<file path="src/rtl/afe_cfg_pkg.sv">
// Shared opcodes, widths and state encodings for the AFE power-up sequencer.
package afe_cfg_pkg;

  localparam logic [3:0] OP_STOP = 4'h0;
  localparam logic [3:0] OP_SEND = 4'h1;

  localparam int AFE_FRAME_BITS = 20;
  localparam int ROM_ADDR_BITS  = 8;

  typedef enum logic [2:0] {
    ST_IDLE,
    ST_FETCH,
    ST_DECODE,
    ST_SHIFT,
    ST_GAP,
    ST_DONE,
    ST_ERROR
  } afe_seq_state_t;

  // Serialiser phases: CS setup, SCLK high half, SCLK low half, trailing hold.
  typedef enum logic [1:0] {
    PH_SETUP,
    PH_HIGH,
    PH_LOW,
    PH_HOLD
  } afe_spi_phase_t;

endpackage

</file>
<file path="src/rtl/afe_spi_shifter.sv">
// 3-wire SPI write serialiser: SCLK divider, 20-bit shift register, SEN timing.
// Optional AFE_SDOUT_CAPTURE_EN: samples spi_sdout on SCLK rising edges and
// loads the last 8 samples into readback when SEN rises.
module afe_spi_shifter
  import afe_cfg_pkg::*;
#(
  parameter int CLK_DIV  = 4,
  parameter int CS_SETUP = 2
) (
  input  logic                      clk,
  input  logic                      reset_n,
  input  logic                      load,
  input  logic [AFE_FRAME_BITS-1:0] payload,
  output logic                      frame_done,
  output logic                      spi_sclk,
  output logic                      spi_sen,
  output logic                      spi_sdata
`ifdef AFE_SDOUT_CAPTURE_EN
  ,
  input  logic                      spi_sdout,
  output logic [7:0]                readback
`endif
);

  localparam int FB = AFE_FRAME_BITS;
  localparam logic [15:0] DIV_LAST   = 16'(CLK_DIV - 1);
  localparam logic [15:0] SETUP_LAST = 16'(CS_SETUP - 1);
  // The final SCLK low half plus the trailing hold keep SEN low 2*CLK_DIV
  // cycles after the last falling edge, giving CS_SETUP + 41*CLK_DIV in total.
  localparam logic [15:0] HOLD_LAST  = 16'(2 * CLK_DIV - 1);
  localparam logic [4:0]  LAST_BIT   = 5'(FB - 1);

  logic           active;
  afe_spi_phase_t phase;
  logic [15:0]    cnt;
  logic [4:0]     bit_idx;
  logic [FB-1:0]  sr;
  logic           sclk_rise;

  // Last hold cycle: SEN rises at the edge closing this cycle.
  assign frame_done = active && (phase == PH_HOLD) && (cnt == HOLD_LAST);
  // Cycle whose closing edge drives SCLK 0->1.
  assign sclk_rise  = active && (((phase == PH_SETUP) && (cnt == SETUP_LAST)) ||
                                 ((phase == PH_LOW)   && (cnt == DIV_LAST)));

  // Frame timing and shift datapath; all pins come straight from flops.
  always_ff @(posedge clk or negedge reset_n) begin
    if (!reset_n) begin
      active    <= 1'b0;
      phase     <= PH_SETUP;
      cnt       <= '0;
      bit_idx   <= '0;
      sr        <= '0;
      spi_sclk  <= 1'b0;
      spi_sen   <= 1'b1;
      spi_sdata <= 1'b0;
    end else if (!active) begin
      if (load) begin
        active    <= 1'b1;
        phase     <= PH_SETUP;
        cnt       <= '0;
        bit_idx   <= '0;
        spi_sen   <= 1'b0;
        spi_sdata <= payload[FB-1];
        sr        <= {payload[FB-2:0], 1'b0};
      end
    end else begin
      unique case (phase)
        PH_SETUP: begin
          if (cnt == SETUP_LAST) begin
            spi_sclk <= 1'b1;
            phase    <= PH_HIGH;
            cnt      <= '0;
          end else cnt <= cnt + 16'd1;
        end
        PH_HIGH: begin
          if (cnt == DIV_LAST) begin
            spi_sclk <= 1'b0;
            cnt      <= '0;
            if (bit_idx == LAST_BIT) begin
              phase     <= PH_HOLD;
              spi_sdata <= 1'b0;
            end else begin
              phase     <= PH_LOW;
              bit_idx   <= bit_idx + 5'd1;
              spi_sdata <= sr[FB-1];
              sr        <= {sr[FB-2:0], 1'b0};
            end
          end else cnt <= cnt + 16'd1;
        end
        PH_LOW: begin
          if (cnt == DIV_LAST) begin
            spi_sclk <= 1'b1;
            phase    <= PH_HIGH;
            cnt      <= '0;
          end else cnt <= cnt + 16'd1;
        end
        PH_HOLD: begin
          if (cnt == HOLD_LAST) begin
            spi_sen <= 1'b1;
            active  <= 1'b0;
            cnt     <= '0;
          end else cnt <= cnt + 16'd1;
        end
        default: phase <= PH_SETUP;
      endcase
    end
  end

`ifdef AFE_SDOUT_CAPTURE_EN
  logic [7:0] cap;

  // Sample SDOUT with each SCLK rise; publish the trailing byte as SEN rises.
  always_ff @(posedge clk or negedge reset_n) begin
    if (!reset_n) begin
      cap      <= '0;
      readback <= '0;
    end else begin
      if (sclk_rise)  cap      <= {cap[6:0], spi_sdout};
      if (frame_done) readback <= cap;
    end
  end
`endif

endmodule

</file>
<file path="src/rtl/afe_config_sequencer.sv">
// AFE power-up configuration engine: walks the command ROM from address 0,
// sends SEND payloads over 3-wire SPI, stops on STOP or a reserved opcode.
// Optional AFE_SDOUT_CAPTURE_EN adds spi_sdout / readback.
module afe_config_sequencer
  import afe_cfg_pkg::*;
#(
  parameter int CLK_DIV    = 4,
  parameter int CS_SETUP   = 2,
  parameter int GAP_CYCLES = 8
) (
  input  logic                     clk,
  input  logic                     reset_n,
  input  logic                     start,
  output logic [ROM_ADDR_BITS-1:0] rom_address,
  input  logic [23:0]              rom_command,
  output logic                     busy,
  output logic                     done,
  output logic                     error,
  output logic [7:0]               cmd_count,
  output logic                     spi_sclk,
  output logic                     spi_sen,
  output logic                     spi_sdata
`ifdef AFE_SDOUT_CAPTURE_EN
  ,
  input  logic                     spi_sdout,
  output logic [7:0]               readback
`endif
);

  localparam logic [15:0] GAP_LAST = 16'(GAP_CYCLES - 1);
  localparam logic [ROM_ADDR_BITS-1:0] ADDR_MAX = '1;

  afe_seq_state_t state, next_state;
  logic           load;
  logic           frame_done;
  logic [15:0]    gap_cnt;
  logic [3:0]     opcode;

  assign opcode = rom_command[23:20];

  afe_spi_shifter #(
    .CLK_DIV  (CLK_DIV),
    .CS_SETUP (CS_SETUP)
  ) u_shifter (
    .clk        (clk),
    .reset_n    (reset_n),
    .load       (load),
    .payload    (rom_command[AFE_FRAME_BITS-1:0]),
    .frame_done (frame_done),
    .spi_sclk   (spi_sclk),
    .spi_sen    (spi_sen),
    .spi_sdata  (spi_sdata)
`ifdef AFE_SDOUT_CAPTURE_EN
    ,
    .spi_sdout  (spi_sdout),
    .readback   (readback)
`endif
  );

  // State register.
  always_ff @(posedge clk or negedge reset_n) begin
    if (!reset_n) state <= ST_IDLE;
    else          state <= next_state;
  end

  // Next-state decode; load fires on an accepted SEND entry.
  always_comb begin
    next_state = state;
    load       = 1'b0;
    unique case (state)
      ST_IDLE, ST_DONE, ST_ERROR: if (start) next_state = ST_FETCH;
      ST_FETCH: next_state = ST_DECODE;
      ST_DECODE: begin
        if (opcode == OP_STOP) next_state = ST_DONE;
        else if (opcode == OP_SEND) begin
          next_state = ST_SHIFT;
          load       = 1'b1;
        end else next_state = ST_ERROR;
      end
      ST_SHIFT: if (frame_done) next_state = ST_GAP;
      ST_GAP: begin
        if (gap_cnt == GAP_LAST)
          next_state = (rom_address == ADDR_MAX) ? ST_ERROR : ST_FETCH;
      end
      default: next_state = ST_IDLE;
    endcase
  end

  // Addressing, status flags, frame counter and inter-frame gap timer.
  always_ff @(posedge clk or negedge reset_n) begin
    if (!reset_n) begin
      rom_address <= '0;
      busy        <= 1'b0;
      done        <= 1'b0;
      error       <= 1'b0;
      cmd_count   <= '0;
      gap_cnt     <= '0;
    end else begin
      unique case (state)
        ST_IDLE, ST_DONE, ST_ERROR: begin
          if (start) begin
            rom_address <= '0;
            cmd_count   <= '0;
            done        <= 1'b0;
            error       <= 1'b0;
            busy        <= 1'b1;
          end
        end
        ST_DECODE: begin
          gap_cnt <= '0;
          if (opcode == OP_STOP) begin
            done <= 1'b1;
            busy <= 1'b0;
          end else if (opcode != OP_SEND) begin
            error <= 1'b1;
            busy  <= 1'b0;
          end
        end
        ST_SHIFT: begin
          gap_cnt <= '0;
          if (frame_done && (cmd_count != 8'hFF)) cmd_count <= cmd_count + 8'd1;
        end
        ST_GAP: begin
          if (gap_cnt == GAP_LAST) begin
            gap_cnt <= '0;
            if (rom_address == ADDR_MAX) begin
              error <= 1'b1;
              busy  <= 1'b0;
            end else rom_address <= rom_address + 1'b1;
          end else gap_cnt <= gap_cnt + 16'd1;
        end
        default: gap_cnt <= '0;
      endcase
    end
  end

endmodule
</file>
<file path="config.mk">
export PLATFORM = sky130hd
export DESIGN_NAME = afe_config_sequencer
export DESIGN_NICKNAME = d
export VERILOG_FILES = /design/src/rtl/afe_cfg_pkg.sv /design/src/rtl/afe_spi_shifter.sv /design/src/rtl/afe_config_sequencer.sv
export SDC_FILE = /design/constraint.sdc
export NUM_CORES = 1
export LEC_CHECK = 0
export ABC_CLOCK_PERIOD_IN_PS = 3650
export CAP_MARGIN = 25
export CELL_PAD_IN_SITES_DETAIL_PLACEMENT = 1
export CELL_PAD_IN_SITES_GLOBAL_PLACEMENT = 1
export CORE_MARGIN = 5
export CORE_UTILIZATION = 44
export DETAILED_ROUTE_END_ITERATION = 12
export PLACE_DENSITY = 0.9
export SKIP_CTS_REPAIR_TIMING = 1
export SYNTH_ARGS = -nofsm -noshare
export SYNTH_HDL_FRONTEND = slang
export SYNTH_HIERARCHICAL = 1
export SYNTH_SLANG_ARGS = --single-unit
export TNS_END_PERCENT = 1
</file>
<file path="constraint.sdc">
create_clock -name clk -period 3.65 [get_ports clk]
set_clock_uncertainty 0.15 [all_clocks]
set_input_delay 0.5475 -clock clk [delete_from_list [all_inputs] [get_ports clk]]
set_output_delay 0.5475 -clock clk [all_outputs]
set_load 0.01 [all_outputs]
</file>
== Word level (Yosys, flattened, before mapping) ==
Cells that the tools add are included.

* Register bits after elaboration: 85
* Input port bits: 27
* Output and inout bits: 22
* Word-level logic and storage cells: 157

* Add/subtract/negate cells: 5
* Equality and inequality tests: 40
* Muxes and demuxes: 72
* Reductions and logical operators: 25

{| class="wikitable"
|+ Operators with widths
! operator !! count
|-
| 2-to-1 mux 20 bit || 5
|-
| 2-to-1 mux 16 bit || 6
|-
| case mux 16 bit (3 select lines) || 1
|-
| adder 16 x 1 -> 16 bit, second input constant || 2
|-
| equality test 16 x 3 -> 1 bit, second input constant || 2
|-
| 2-to-1 mux 8 bit || 4
|-
| inequality test 2 bit, second input constant || 16
|-
| case mux 16 bit (2 select lines) || 1
|-
| case mux 8 bit (2 select lines) || 2
|-
| 2-to-1 mux 1 bit || 31
|-
| 2-to-1 mux 5 bit || 5
|-
| 2-to-1 mux 3 bit || 6
|-
| adder 8 x 1 -> 8 bit, second input constant || 2
|-
| equality test 16 x 1 -> 1 bit, second input constant || 1
|-
| equality test 16 x 2 -> 1 bit, second input constant || 1
|-
| case mux 3 bit (5 select lines) || 1
|-
| AND reduction 3 bit || 5
|-
| AND reduction 5 bit || 3
|-
| inequality test 3 bit, second input constant || 4
|-
| 2-to-1 mux 2 bit || 5
|-
| equality test 3 bit, second input constant || 3
|-
| case mux 1 bit (3 select lines) || 3
|-
| equality test 8 bit, second input constant || 1
|-
| inequality test 8 bit, second input constant || 1
|-
| 22 further kinds || 31
|}

== Longest topological paths before layout ==
Gate-level depths: netlist (run 1).

* Depth in word-level cells: 6
* Mapped depth: 11
* Mapped depth without buffers: 8

== Modules after synthesis ==
Netlist (run 1), hierarchy kept.

{| class="wikitable"
|+ By module, submodules not included
! module !! times used !! cells each !! area an instance (um^2) !! sequential area each (um^2)
|-
| afe_spi_shifter || 1 || 268 || 2688.8 || 1152.4
|-
| afe_config_sequencer || 1 || 262 || 2229.6 || 950.9
|}

== Worst setup path before layout (run 1) ==
Ideal clock, no wire load.

* Path type: register to register
* Start point: reg u_shifter.cnt[8]
* End point: reg cmd_count[6]
* Library setup time: 130 ps
* Arrival: 2379 ps
* Data required time: 3370 ps
* Slack: 991 ps
* Stages on the path, launching flop included: 10
* Path buffers: 1
* Period minus slack after synthesis: 2659 ps
* Path through: dfrtp_1 > buf_6 > nor4_4 > nand4_4 > nor3_1 > nor3b_1 > o21ai_0 > o211ai_1 > o21ai_0 > o31ai_1

* Word-level cells in the longest chain between the ends: 5

{| class="wikitable"
|+ Ends and longest elaborated chain
! element !! RTL line !! RTL
|-
| start, declared || afe_spi_shifter.sv:35 || <nowiki>logic [15:0] cnt;</nowiki>
|-
| start signal, assigned || afe_spi_shifter.sv:74 || <nowiki>end else cnt <= cnt + 16'd1;</nowiki>
|-
| start signal, assigned || afe_spi_shifter.sv:89 || <nowiki>end else cnt <= cnt + 16'd1;</nowiki>
|-
| start signal, assigned || afe_spi_shifter.sv:96 || <nowiki>end else cnt <= cnt + 16'd1;</nowiki>
|-
| equality test 16 x 3 -> 1 bit || afe_spi_shifter.sv:41 || <nowiki>assign frame_done = active && (phase == PH_HOLD) && (cnt == HOLD_LAST);</nowiki>
|-
| logical AND 1 bit || afe_spi_shifter.sv:41 ||
|-
| net frame_done || afe_config_sequencer.sv:35 || <nowiki>logic frame_done;</nowiki>
|-
| logical AND 1 bit || afe_config_sequencer.sv:121 || <nowiki>if (frame_done && (cmd_count != 8'hFF)) cmd_count <= cmd_count + 8'd1;</nowiki>
|-
| inequality test 2 bit (no source line) || n/a ||
|-
| AND reduction 3 bit (no source line) || n/a ||
|-
| end signal, assigned || afe_config_sequencer.sv:121 ||
|-
| end, declared || afe_config_sequencer.sv:19 || <nowiki>output logic [7:0] cmd_count,</nowiki>
|}

The timed path passes the listed nets, and every way through them passes these cells.
A chain may end at the register's enable or synchronous reset.

== Worst setup path after layout (run 1) ==
* Start point: in rom_command[23]
* End point: reg u_shifter.sr[7]

* Word-level cells in the longest chain between the ends: 6

{| class="wikitable"
|+ Ends and longest elaborated chain
! element !! RTL line !! RTL
|-
| start, declared || afe_config_sequencer.sv:15 || <nowiki>input logic [23:0] rom_command,</nowiki>
|-
| equality test 4 x 1 -> 1 bit || afe_config_sequencer.sv:75 || <nowiki>else if (opcode == OP_SEND) begin</nowiki>
|-
| 2-to-1 mux 1 bit || afe_config_sequencer.sv:75 ||
|-
| 2-to-1 mux 1 bit (*) || afe_config_sequencer.sv:74 || <nowiki>if (opcode == OP_STOP) next_state = ST_DONE;</nowiki>
|-
| 2-to-1 mux 1 bit (*) || afe_config_sequencer.sv:70 || <nowiki>unique case (state)</nowiki>
|-
| net load || afe_config_sequencer.sv:34 || <nowiki>logic load;</nowiki>
|-
| nonzero test 2 bit (no source line) (*) || n/a ||
|-
| AND reduction 4 bit (no source line) (*) || n/a ||
|-
| end signal, assigned || afe_spi_shifter.sv:65 || <nowiki>sr <= {payload[FB-2:0], 1'b0};</nowiki>
|-
| end signal, assigned || afe_spi_shifter.sv:87 || <nowiki>sr <= {sr[FB-2:0], 1'b0};</nowiki>
|-
| end, declared || afe_spi_shifter.sv:37 || <nowiki>logic [FB-1:0] sr;</nowiki>
|}

The timed path passes the listed nets; every way through them passes the cells marked *.

==> results of run 1 <==
==> synth_stat cells, drive strengths merged (13+ instances only) <==
| cell | n | area (µm²) |
|---|---|---|
| dfrtp | 83 | 2077 |
| nand2 | 58 | 217.7 |
| a21oi | 54 | 307.8 |
| o21ai | 40 | 200.2 |
| nor2 | 34 | 127.6 |
| mux2i | 25 | 250.2 |
| nand3 | 24 | 120.1 |
| nand4 | 15 | 115.1 |
| clkbuf | 14 | 52.55 |
| nor3 | 14 | 70.07 |
| buf | 13 | 105.1 |
| o31ai | 13 | 111.4 |
==> cells in the final DEF (no fill, tap or decap), types with 3 or more instances in the layout <==
cell type                         count
sky130_fd_sc_hd__mux2i_1             25
sky130_fd_sc_hd__nor2_1              34
sky130_fd_sc_hd__nand3_1             24
sky130_fd_sc_hd__ha_1                10
sky130_fd_sc_hd__a21oi_2             10
sky130_fd_sc_hd__and4_1               4
sky130_fd_sc_hd__nor3_1              14
sky130_fd_sc_hd__and2_1               5
sky130_fd_sc_hd__nand2b_1             8
sky130_fd_sc_hd__xor2_1               3
sky130_fd_sc_hd__a22o_1               9
sky130_fd_sc_hd__or3_1               11
sky130_fd_sc_hd__inv_1               11
sky130_fd_sc_hd__dfrtp_1             83
sky130_fd_sc_hd__nand4_1             13
sky130_fd_sc_hd__a21oi_1             44
sky130_fd_sc_hd__nor4_1               7
sky130_fd_sc_hd__a31oi_1             10
sky130_fd_sc_hd__o21ai_0             39
sky130_fd_sc_hd__clkdlybuf4s50_1     47
sky130_fd_sc_hd__buf_4               10
sky130_fd_sc_hd__nor2b_1              6
sky130_fd_sc_hd__clkbuf_8            10
sky130_fd_sc_hd__a211oi_1             3
sky130_fd_sc_hd__nand2_1             58
sky130_fd_sc_hd__o31ai_1             12
sky130_fd_sc_hd__xnor2_1              3
sky130_fd_sc_hd__nand3b_1             4
sky130_fd_sc_hd__and3_1               7
==> final cells by class <==
class / instances / share of cell area
Multi-Input combinational cell: 408 / 0.4577
Sequential cell: 84 / 0.3680
Timing Repair Buffer: 59 / 0.1022
Tap cell: 140 / 0.03065
Clock buffer: 12 / 0.02539
Clock inverter: 4 / 0.008757
Inverter: 11 / 0.007224
==> stage by stage <==
stage | instance area, µm² | std cells | util
after detailed placement | 5513 | 701 | 0.5063
after floorplan | 4918 | 530 | -
after global placement | 5474 | 699 | 0.5028
after CTS | 5708 | 717 | 0.5242
after global routing | 5715 | 718 | 0.5249
final | 5715 | 718 | 0.5249
==> logic make-up (layout without fill, tap and decap cells) <==
| logic type | Yosys count | count (layout) | share of synthesized area |
|---|---|---|---|
| muxes | 27 | 27 | 0.05546 |
| AOI/OAI and AO/OA | 153 | 153 | 0.2048 |
| xor gates and xnor gates | 6 | 6 | 0.01069 |
| and+or+nand+nor | 212 | 212 | 0.2356 |
| DFF | 84 | 84 | 0.4276 |
| adders and majority gates | 10 | 10 | 0.02544 |
| buffers and inverters | 38 | 86 | 0.04045 |
==> power by group through the flow <==
stage	registers, mW	clock network (mW)	logic (mW)
after detailed placement	1.44	0	1.81
final	1.43	0.678	1.82
after CTS	1.43	0.698	1.82
after global placement	1.42	0	1.67
after global routing	1.47	0.743	1.99
after floorplan	1.35	0	1.35
==> flip-flops by register name, indices dropped and copies added, names as in the netlist <==
signal               cells
busy                     1
cmd_count                8
done                     1
error                    1
gap_cnt                 16
rom_address              8
state                    3
u_shifter/active         1
u_shifter/bit_idx        5
u_shifter/cnt           16
u_shifter/phase          2
u_shifter/spi_sclk       1
u_shifter/spi_sdata      1
u_shifter/spi_sen        1
u_shifter/sr            19
==> worst max-delay path by stage <==
stage	start	to	slack [ns]	depth (start not counted)
2_1_floorplan	u_shifter/cnt[8]$_DFFE_PN0P_	cmd_count[6]$_DFFE_PN0P_	0.99	9
3_3_place_gp	rom_command[23]	u_shifter/sr[4]$_DFFE_PN0P_	0.44	10
3_5_place_dp	rom_command[23]	u_shifter/sr[7]$_DFFE_PN0P_	0.22	10
4_1_cts	u_shifter/cnt[13]$_DFFE_PN0P_	cmd_count[7]$_DFFE_PN0P_	0.60	10
5_1_grt	rom_command[23]	u_shifter/sr[7]$_DFFE_PN0P_	0.37	10
6_report	rom_command[23]	u_shifter/sr[7]$_DFFE_PN0P_	0.62	10
==> metal layers <==
| metal | vias up | part of all wire | routed length, µm | track usage |
|---|---|---|---|---|
| li1 | 2056 | - | - | - |
| met1 | 2202 | 0.43 | 5744 | 0.2583 |
| met2 | 44 | 0.53 | 7118 | 0.3750 |
| met3 | 26 | 0.022 | 289 | 0.04856 |
| met4 | 0 | 0.017 | 229 | 0.06187 |
| met5 | - | 0 | 0 | 0 |
==> worst max-delay path, stage by stage <==
cell and delay [ns]:
sky130_fd_sc_hd__clkdlybuf4s50_1 0.40, sky130_fd_sc_hd__or3_1 0.45, sky130_fd_sc_hd__nor2_1 0.16, sky130_fd_sc_hd__nand2_1 0.11, sky130_fd_sc_hd__nor2_1 0.24, sky130_fd_sc_hd__nand2b_1 0.28
sky130_fd_sc_hd__o31ai_4 0.30, sky130_fd_sc_hd__and2_1 0.22, sky130_fd_sc_hd__buf_4 0.28, sky130_fd_sc_hd__a21oi_1 0.13
==> summary.md, run 1 <==
| Metric | Value |
|---|---|
| CP max FO | 20 |
| Area growth from synthesis to final layout | 16.20% |
| Seq pwr share | 0.364 |
| Cell Pwr Density | 686.8 nW/µm² |
| Unrepaired setup endpoints after global routing | no |
| Filler Cell Count | 1241 |
| Total of warnings raised by yosys | 6 |
| Final-report setup violation count | 0 |
| Num rows | 38 |
| Net load switching power | 1.701 mW |
| Worst relative slew slack | 0.4023 |
| Number of buffers created by CTS | 9 |
| Port bufs | 48 |
| Comb pwr share | 0.463 |
| Power consumption | 3.926 mW |
| Post-layout min period | 3.033 ns |
| Clock insertion delay at the later pin of the skew report | 0.37 ns |
| Final routed wirelength across all metal layers | around 13000 µm |
| Cells after Synth | between 500 and 600 |
| Clock share of power | 0.173 |
| Critical path class | input pin to flip-flop |
| Cell-internal power | 2.224 mW |
| CP required | 3.74 ns |
| Maximum number of pins on one net before global-route repair | 51 |
| Flop-to-flop setup slack | roughly 0.64 ns |
| Average detailed-routed wire length per instance | 18.64 µm |
| Boundary Pins | 49 |
| Number of cell instances on the worst register-to-register path | 10 |
| First-pass detailed-route iteration total | 4 |
| Number of enable-type register cells in the synthesized netlist | 0 |
| Post-Syn Area per Cell | approximately 9.3 µm² |
| Final GP Congestion | 0.8261 |
| Share of final-layout standard cells stronger than drive strength 1 | 0.09170 |
| Status | finished, violations left |
| Number of levels the H-tree was split into | 3 |
| TritonCTS clock tree | yes |
| Aggregate global routing overflow | 0 |
| Period utilization | 0.8311 |
| Wire length of the first global-routing pass | approximately 23000 µm |
| Post-layout net count | a little over 600 |
| Worst vdd ir | 300.3 µV |
| Timing-limited maximum frequency | roughly 0.33 GHz |
| Share of the yosys chip area belonging to registers | 0.4276 |
| Type of destination of the critical path | flip-flop |
| Clock-pin slew on the worst setup and hold paths | 0.09 ns |
| Most common flop cell mapped by yosys | sky130_fd_sc_hd__dfrtp_1 |
| Chip height | 115.7 µm |
| Total standard cell area after synthesis | roughly 4900 µm² |
| Number of diodes added for antenna fixing | 0 |
| Number of global-route vias before repair | 4600 |
| Worst slew pin tran | 0.8933 ns |
| Number of slew-limit violations in the final report | 0 |
| Cell at the root of the clock tree | sky130_fd_sc_hd__clkbuf_8 |
| Number of antenna violations at the first check in global routing | 0 |
| Die width | 115.7 µm |
| Max Buffers Root-to-Sink | 2 |
| Leak Pwr | 2.321 nW |
| Core area | 10890 µm² |
| Hold Vio Cnt, Final | 16 |
| Drt drc | 0 |
| Synthesis-stage register bit count | 84 |
| Number of library cell types mapped by synthesis | 67 |
| Starting Density | 0.4517 |
| Number of sinks driven by the clock tree | 84 |
| Worst-case setup slack after placement | 0.2236 ns |
| # Max-Cap Violations | 0 |
| Capture point of the worst reg-to-reg path | cmd_count[6]$_DFFE_PN0P_ |
| DIE AREA | ~13000 µm² |
| Total via count after detailed routing | around 4300 |
| All-Layer GR Usage | 0.2118 |
| Post-synth ARST share | 1.000 |
| Detail Route Antenna Nets | 0 |
| Sum of negative setup slack | 0 ns |
| Switching power share of the total | 0.4333 |
| Post-layout worst setup margin | a little over 0.6 ns |
| Startpoint kind of the worst setup timing path | input pin |
| Area of combinational cells with multiple inputs | approximately 2600 µm² |
| Mean number of vias per cell | 6.028 |
| Dpl hpwl | approximately 9900 µm |
| Detailed Route Iter0 Violations | ~290 |
| Violated checks | hold timing |
| Number of nets in the synthesized netlist | ~570 |
| Worst hold path class | input pin to async pin |
| Worst r2r src | u_shifter/cnt[13]$_DFFE_PN0P_ |
| Worst slack on hold paths | -0.02000 ns |
| Storage element area | 2103 µm² |
| CP arrival | 3.12 ns |
(Power assumes the default switching activity.)
==> run 2, diff against run 1 <==
--- a/config.mk
+++ b/config.mk
@@ -5,14 +5,14 @@
 export SDC_FILE = /design/constraint.sdc
 export NUM_CORES = 1
 export LEC_CHECK = 0
-export ABC_CLOCK_PERIOD_IN_PS = 3650
+export ABC_CLOCK_PERIOD_IN_PS = 2750
 export CAP_MARGIN = 25
 export CELL_PAD_IN_SITES_DETAIL_PLACEMENT = 1
 export CELL_PAD_IN_SITES_GLOBAL_PLACEMENT = 1
 export CORE_MARGIN = 5
-export CORE_UTILIZATION = 44
+export CORE_UTILIZATION = 40
 export DETAILED_ROUTE_END_ITERATION = 12
-export PLACE_DENSITY = 0.9
+export PLACE_DENSITY = 0.86
 export SKIP_CTS_REPAIR_TIMING = 1
 export SYNTH_ARGS = -nofsm -noshare
 export SYNTH_HDL_FRONTEND = slang
==> constraint.sdc (replaced) <==
create_clock -name clk -period 2.75 [get_ports clk]
set_clock_uncertainty 0.15 [all_clocks]
set_input_delay 0.4125 -clock clk [delete_from_list [all_inputs] [get_ports clk]]
set_output_delay 0.4125 -clock clk [all_outputs]
set_load 0.01 [all_outputs]
==> summary.md, run 2 (synthesis results as in run 1) <==
| Metric | Value |
|---|---|
| Origin of the worst setup path | u_shifter/cnt[0]$_DFFE_PN0P_ |
| Filler Cell Count | between 1000 and 1500 |
| Critical path class | flip-flop to flip-flop |
| Capture point of the worst reg-to-reg path | cmd_count[3]$_DFFE_PN0P_ |
| DIE AREA | 14610 µm² |
| Worst r2r src | u_shifter/cnt[0]$_DFFE_PN0P_ |
| Drt drc | 0 |
| Clock-pin slew on the worst setup and hold paths | approximately 0.060 ns |
| Share of final-layout standard cells stronger than drive strength 1 | 0.1252 |
| Number of slew-limit violations in the final report | 0 |
| Type of destination of the critical path | flip-flop |
| Number of global-route vias before repair | a little under 5000 |
| Number of sinks driven by the clock tree | 84 |
| Starting Density | 0.4095 |
| All-Layer GR Usage | 0.2001 |
| Leak Pwr | about 2.5 nW |
| Clock insertion delay at the later pin of the skew report | 0.35 ns |
| CP max FO | 9 |
| Hold Vio Cnt, Final | 0 |
| Cell Pwr Density | between 900 and 1000 nW/µm² |
| Number of antenna violations at the first check in global routing | 0 |
| Post-layout min period | 2.509 ns |
| Unrepaired setup endpoints after global routing | no |
| Period utilization | 0.9122 |
| Delay of the slowest critical-path stage | ~0.5 ns |
| Detail Route Antenna Nets | 0 |
| Worst path cell trace | ha_1, nand2_1, nor3_2, nor3b_1, o21ai_0, o211ai_1, buf_4, o22a_1 |
| Crit path buf inv count | 1 |
| Final-report setup violation count | 0 |
| Clock share of power | 0.217 |
| Cell depth of the worst min-delay path | 2 |
| Number of buffers created by CTS | 9 |
| Placed cells | approximately 730 |
| Core area | 12010 µm² |
| Dpl hpwl | 10040 µm |
| Final GP Congestion | approximately 0.87 |
| Most common cell after layout, fill and taps aside | sky130_fd_sc_hd__dfrtp_1 |
| Count of placed standard cells in the final layout, fillers left out | 746 |
| CP arrival | roughly 2.6 ns |
| Cell at the root of the clock tree | sky130_fd_sc_hd__clkbuf_16 |
| CP required | 2.83 ns |
| Status | completed |
| Worst vdd ir | 439.4 µV |
| Power consumption | 5.774 mW |
| Sum of negative setup slack | 0 ns |
| Total via count after detailed routing | 4394 |
| Most frequent cells in the layout | 83 x sky130_fd_sc_hd__dfrtp_1, 58 x sky130_fd_sc_hd__nand2_1, 47 x sky130_fd_sc_hd__clkdlybuf4s50_1 |
| TritonCTS clock tree | yes |
| Number of cell instances on the worst register-to-register path | 8 |
| Worst slack on hold paths | 0.3520 ns |
| First-pass detailed-route iteration total | 4 |
| Detailed Route Iter0 Violations | 317 |
| Worst Hold Path EP | u_shifter/spi_sen$_DFFE_PN1P_ |
| Launch point of the worst hold path | u_shifter/spi_sen$_DFFE_PN1P_ |
| # Max-Cap Violations | 0 |
| Average detailed-routed wire length per instance | 18.81 µm |
| Cell with the largest stage delay on the worst path | sky130_fd_sc_hd__dfrtp_1 |
| Cell class contributing the biggest share of worst-path delay | compound AO/OA/AOI/OAI gates |
| Post-layout net count | 631 |
| Flip-flop count of the largest register, all copies and words added | 19 |
| Aggregate global routing overflow | 0 |
| Register ranked first by flip-flop count | u_shifter/sr |
| Worst relative slew slack | 0.3647 |
| Num rows | 40 |
| Cell-internal power | between 3 and 4 mW |
| Worst hold path class | flip-flop to flip-flop |
| Storage element area | 2103 µm² |
| Startpoint kind of the worst setup timing path | flip-flop |
| Maximum number of pins on one net before global-route repair | 50 |
| Area of combinational cells with multiple inputs | about 2600 µm² |
| Die width | 120.9 µm |
| Mean number of vias per cell | 5.890 |
| Seq pwr share | 0.326 |
| Worst slew pin tran | 0.9495 ns |
| Switching power share of the total | 0.4110 |
| Timing-limited maximum frequency | between 0.3 and 0.4 GHz |
| Boundary Pins | 49 |
| Port bufs | 48 |
| Flop-to-flop setup slack | 0.24 ns |
| Number of diodes added for antenna fixing | 0 |
| Net load switching power | 2.373 mW |
| Dpl cell area | between 5000 and 6000 µm² |
| Comb pwr share | 0.457 |
| Top flop regs | u_shifter/sr x19, gap_cnt x16, u_shifter/cnt x16 |
| Number of levels the H-tree was split into | 3 |
| Final routed wirelength across all metal layers | about 14000 µm |
| Chip height | 120.9 µm |
| Total non-filler cell area in the finished layout | between 5000 and 6000 µm² |
| Area growth from synthesis to final layout | 21.98% |
| Max Buffers Root-to-Sink | 2 |
| Wire length of the first global-routing pass | 23850 µm |
## run 2: cell types whose count changed in the layout (fill, tap and decap cells not counted), moves of 2 or more
cell,before,now
sky130_fd_sc_hd__buf_12,0,2
sky130_fd_sc_hd__buf_4,10,30
sky130_fd_sc_hd__clkbuf_16,0,9
sky130_fd_sc_hd__clkbuf_8,10,2
## run 2: cell type report
cell class | instances | area share
multi-input cells | 408 | 0.4369
flip-flops and latches | 84 | 0.3506
repair buffers | 80 | 0.1243
clock buffers | 12 | 0.04275
well taps | 147 | 0.03066
clock inverters | 4 | 0.007925
inverters | 11 | 0.006882
## run 2: tightest hold or removal path: stages (launching register included)
cell	delay (ns)
sky130_fd_sc_hd__dfstp_2	0.36
sky130_fd_sc_hd__nor2_1	0.09
sky130_fd_sc_hd__nor2_1	0.04
## run 2: power by group through the flow
stage          clock, mW  sequential [mW]  combinational (mW)
3_5_place_dp           0             1.88                2.60
4_1_cts             1.28             1.87                2.61
6_report            1.25             1.88                2.64
5_1_grt             1.34             1.92                2.90
3_3_place_gp           0             1.86                2.44
2_1_floorplan          0             1.80                1.79
## run 2: metal layers
| metal | global-route usage | vias up | routed length, µm |
|---|---|---|---|
| li1 | - | 2104 | - |
| met1 | 0.2450 | 2202 | 6150 |
| met2 | 0.3432 | 68 | 7196 |
| met3 | 0.05361 | 20 | 471 |
| met4 | 0.06161 | 0 | 210 |
| met5 | 0 | - | 0 |
## run 2: worst max-delay path by stage
stage	depth (start not counted)	slack, ns	end
2_1_floorplan	9	0.09	cmd_count[6]$_DFFE_PN0P_
3_3_place_gp	10	0.13	u_shifter/bit_idx[0]$_DFFE_PN0P_
3_5_place_dp	10	0.03	u_shifter/sr[7]$_DFFE_PN0P_
4_1_cts	8	0.09	cmd_count[5]$_DFFE_PN0P_
5_1_grt	9	0.01	cmd_count[0]$_DFFE_PN0P_
6_report	8	0.24	cmd_count[3]$_DFFE_PN0P_
## run 2: per-stage QoR
| stage | utilization | setup slack, ns |
|---|---|---|
| 2_1_floorplan | - | 0.09116 |
| 6_report | 0.4995 | 0.2414 |
| 3_5_place_dp | 0.4723 | 0.02795 |
| 3_3_place_gp | 0.4723 | 0.1338 |
| 5_1_grt | 0.4995 | 0.01315 |
| 4_1_cts | 0.4976 | 0.09383 |
==> run 3, diff against run 2 <==
--- a/config.mk
+++ b/config.mk
@@ -5,14 +5,14 @@
 export SDC_FILE = /design/constraint.sdc
 export NUM_CORES = 1
 export LEC_CHECK = 0
-export ABC_CLOCK_PERIOD_IN_PS = 2750
+export ABC_CLOCK_PERIOD_IN_PS = 2900
 export CAP_MARGIN = 25
 export CELL_PAD_IN_SITES_DETAIL_PLACEMENT = 1
 export CELL_PAD_IN_SITES_GLOBAL_PLACEMENT = 1
 export CORE_MARGIN = 5
-export CORE_UTILIZATION = 40
+export CORE_UTILIZATION = 48
 export DETAILED_ROUTE_END_ITERATION = 12
-export PLACE_DENSITY = 0.86
+export PLACE_DENSITY = 0.95
 export SKIP_CTS_REPAIR_TIMING = 1
 export SYNTH_ARGS = -nofsm -noshare
 export SYNTH_HDL_FRONTEND = slang
==> constraint.sdc (replaced) <==
create_clock -name clk -period 2.9 [get_ports clk]
set_clock_uncertainty 0.15 [all_clocks]
set_input_delay 0.435 -clock clk [delete_from_list [all_inputs] [get_ports clk]]
set_output_delay 0.435 -clock clk [all_outputs]
set_load 0.01 [all_outputs]
==> summary.md, run 3 (synthesis results as in run 1) <==
| Metric | Value |
|---|---|
| Number of sinks driven by the clock tree | 84 |
| Detail Route Antenna Nets | 0 |
| DIE AREA | 12370 µm² |
| Leak Pwr | 2.396 nW |
| Register ranked first by flip-flop count | u_shifter/sr |
| Period utilization | 0.9449 |
| Total via count after detailed routing | around 4500 |
| Worst relative slew slack | 0.5712 |
| Number of global-route vias before repair | ~4700 |
| Mean number of vias per cell | 6.191 |
| Final routed wirelength across all metal layers | 14640 µm |
| Final core occ | 0.5779 |
| First-pass detailed-route iteration total | 4 |
| CP required | 3.00 ns |
| Net load switching power | 2.273 mW |
| Clock insertion delay at the later pin of the skew report | 0.37 ns |
| Aggregate global routing overflow | 0 |
| CP arrival | between 2 and 3 ns |
| Drt drc | 0 |
| # Max-Cap Violations | 0 |
| Core area | 10140 µm² |
| Number of levels the H-tree was split into | 3 |
| Count of placed standard cells in the final layout, fillers left out | 726 |
| Top flop regs | u_shifter/sr x19, gap_cnt x16, u_shifter/cnt x16 |
| Detailed Route Iter0 Violations | 317 |
| Cell-internal power | 3.010 mW |
| CP max FO | 9 |
| Number of buffers created by CTS | 9 |
| Worst slew pin tran | 0.6373 ns |
| Number of diodes added for antenna fixing | 0 |
| Chip height | 111.2 µm |
| Wire length of the first global-routing pass | 24540 µm |
| Worst vdd ir | between 300 and 400 µV |
| Clock share of power | 0.192 |
| Placed cells | around 700 |
| Cell Pwr Density | 901.7 nW/µm² |
| Port bufs | 48 |
| Share of final-layout standard cells stronger than drive strength 1 | 0.1119 |
| Hold Vio Cnt, Final | 0 |
| Die width | between 100 and 150 µm |
| Boundary Pins | between 40 and 50 |
| Timing-limited maximum frequency | 0.3649 GHz |
| Clock-pin slew on the worst setup and hold paths | 0.09 ns |
| Status | completed |
| Dpl hpwl | 10360 µm |
| Flip-flop count of the largest register, all copies and words added | 19 |
| Maximum number of pins on one net before global-route repair | 53 |
| Most common cell after layout, fill and taps aside | sky130_fd_sc_hd__dfrtp_1 |
| Starting Density | 0.4851 |
| Final GP Congestion | 0.8195 |
| Post-layout min period | 2.740 ns |
| Most frequent cells in the layout | 83 x sky130_fd_sc_hd__dfrtp_1, 57 x sky130_fd_sc_hd__nand2_1, 47 x sky130_fd_sc_hd__clkdlybuf4s50_1 |
| Number of antenna violations at the first check in global routing | 0 |
| Num rows | 37 |
| Comb pwr share | 0.469 |
| Final-report setup violation count | 0 |
| Type of destination of the critical path | flip-flop |
| Cell at the root of the clock tree | sky130_fd_sc_hd__clkbuf_8 |
| Area growth from synthesis to final layout | 19.13% |
| Max Buffers Root-to-Sink | 2 |
| Number of slew-limit violations in the final report | 0 |
| TritonCTS clock tree | yes |
| Average detailed-routed wire length per instance | 20.17 µm |
| Critical path class | flip-flop to flip-flop |
| Startpoint kind of the worst setup timing path | flip-flop |
| Post-layout net count | 622 |
| Switching power share of the total | 0.4303 |
| Seq pwr share | 0.339 |
| All-Layer GR Usage | 0.2411 |
| Sum of negative setup slack | 0 ns |
| Worst hold path class | flip-flop to flip-flop |
==> run 3: cell count changes in the layout (fill, tap and decap cells not counted), moves of 2 or more <==
cell	delta
sky130_fd_sc_hd__clkbuf_8	+7
sky130_fd_sc_hd__clkbuf_16	-9
sky130_fd_sc_hd__clkinvlp_4	+2
sky130_fd_sc_hd__bufinv_16	+2
sky130_fd_sc_hd__clkinv_2	-2
sky130_fd_sc_hd__buf_4	-9
==> run 3: through the flow <==
step	setup WS (ns)	area, µm²	hold slack, ns	power, mW
finish	0.1597	5859	0.3727	5.284
global route	-0.02976	5859	0.3973	5.610
CTS	0.08771	5839	-0.1383	5.260
detailed placement	0.1287	5599	0.2666	4.197
global placement	0.2554	5572	0.3377	3.968
floorplan	0.2412	4918	-0.01059	3.398
==> run 3: area by class of cell <==
cell class                 instances  area, µm²
sequential                        84       2103
multi-input combinational        408       2619
inverter                          11      41.29
clock buffer                      10      127.6
clock inverter                     6      112.6
timing repair buffer              71      685.7
fill                            1164       4279
tap                              136      170.2
==> run 3: critical path: stages, from the launching register on <==
cell and delay [ns]:
sky130_fd_sc_hd__dfrtp_1 0.48, sky130_fd_sc_hd__nor4_4 0.40, sky130_fd_sc_hd__nand4_4 0.28, sky130_fd_sc_hd__nor3_1 0.32, sky130_fd_sc_hd__nor3b_1 0.08, sky130_fd_sc_hd__o21ai_0 0.26, sky130_fd_sc_hd__o211ai_1 0.16, sky130_fd_sc_hd__buf_4 0.19
sky130_fd_sc_hd__o21ai_0 0.18, sky130_fd_sc_hd__o21ai_0 0.11
==> run 3: routing by layer <==
metal	track usage	part of all wire	up-vias
met5	0	0	-
met4	0.08354	0.021	0
met3	0.04749	0.035	26
met2	0.4294	0.52	101
met1	0.2890	0.42	2286
li1	-	-	2082
==> run 3: final timing paths <==
path / startpoint / to / slack (ns) / cells past startpoint
setup / recovery: u_shifter/cnt[6]$_DFFE_PN0P_ / cmd_count[2]$_DFFE_PN0P_ / 0.16 / 9
hold reg to reg: cmd_count[7]$_DFFE_PN0P_ / cmd_count[7]$_DFFE_PN0P_ / 0.37 / 1
hold / removal: cmd_count[7]$_DFFE_PN0P_ / cmd_count[7]$_DFFE_PN0P_ / 0.37 / 1
max in group asynchronous: reset_n / rom_address[0]$_DFFE_PN0P_ / 1.56 / 3
min in group asynchronous: reset_n / u_shifter/cnt[12]$_DFFE_PN0P_ / 0.41 / 2
setup reg to reg: u_shifter/cnt[6]$_DFFE_PN0P_ / cmd_count[2]$_DFFE_PN0P_ / 0.16 / 9
==> run 3: power groups by stage <==
stage / Clock (mW) / Combinational [mW] / Sequential (mW)
2_1_floorplan: 0 / 1.69 / 1.71
3_3_place_gp: 0 / 2.21 / 1.76
3_5_place_dp: 0 / 2.40 / 1.80
4_1_cts: 1.04 / 2.43 / 1.79
5_1_grt: 1.09 / 2.69 / 1.83
6_report: 1.01 / 2.48 / 1.79
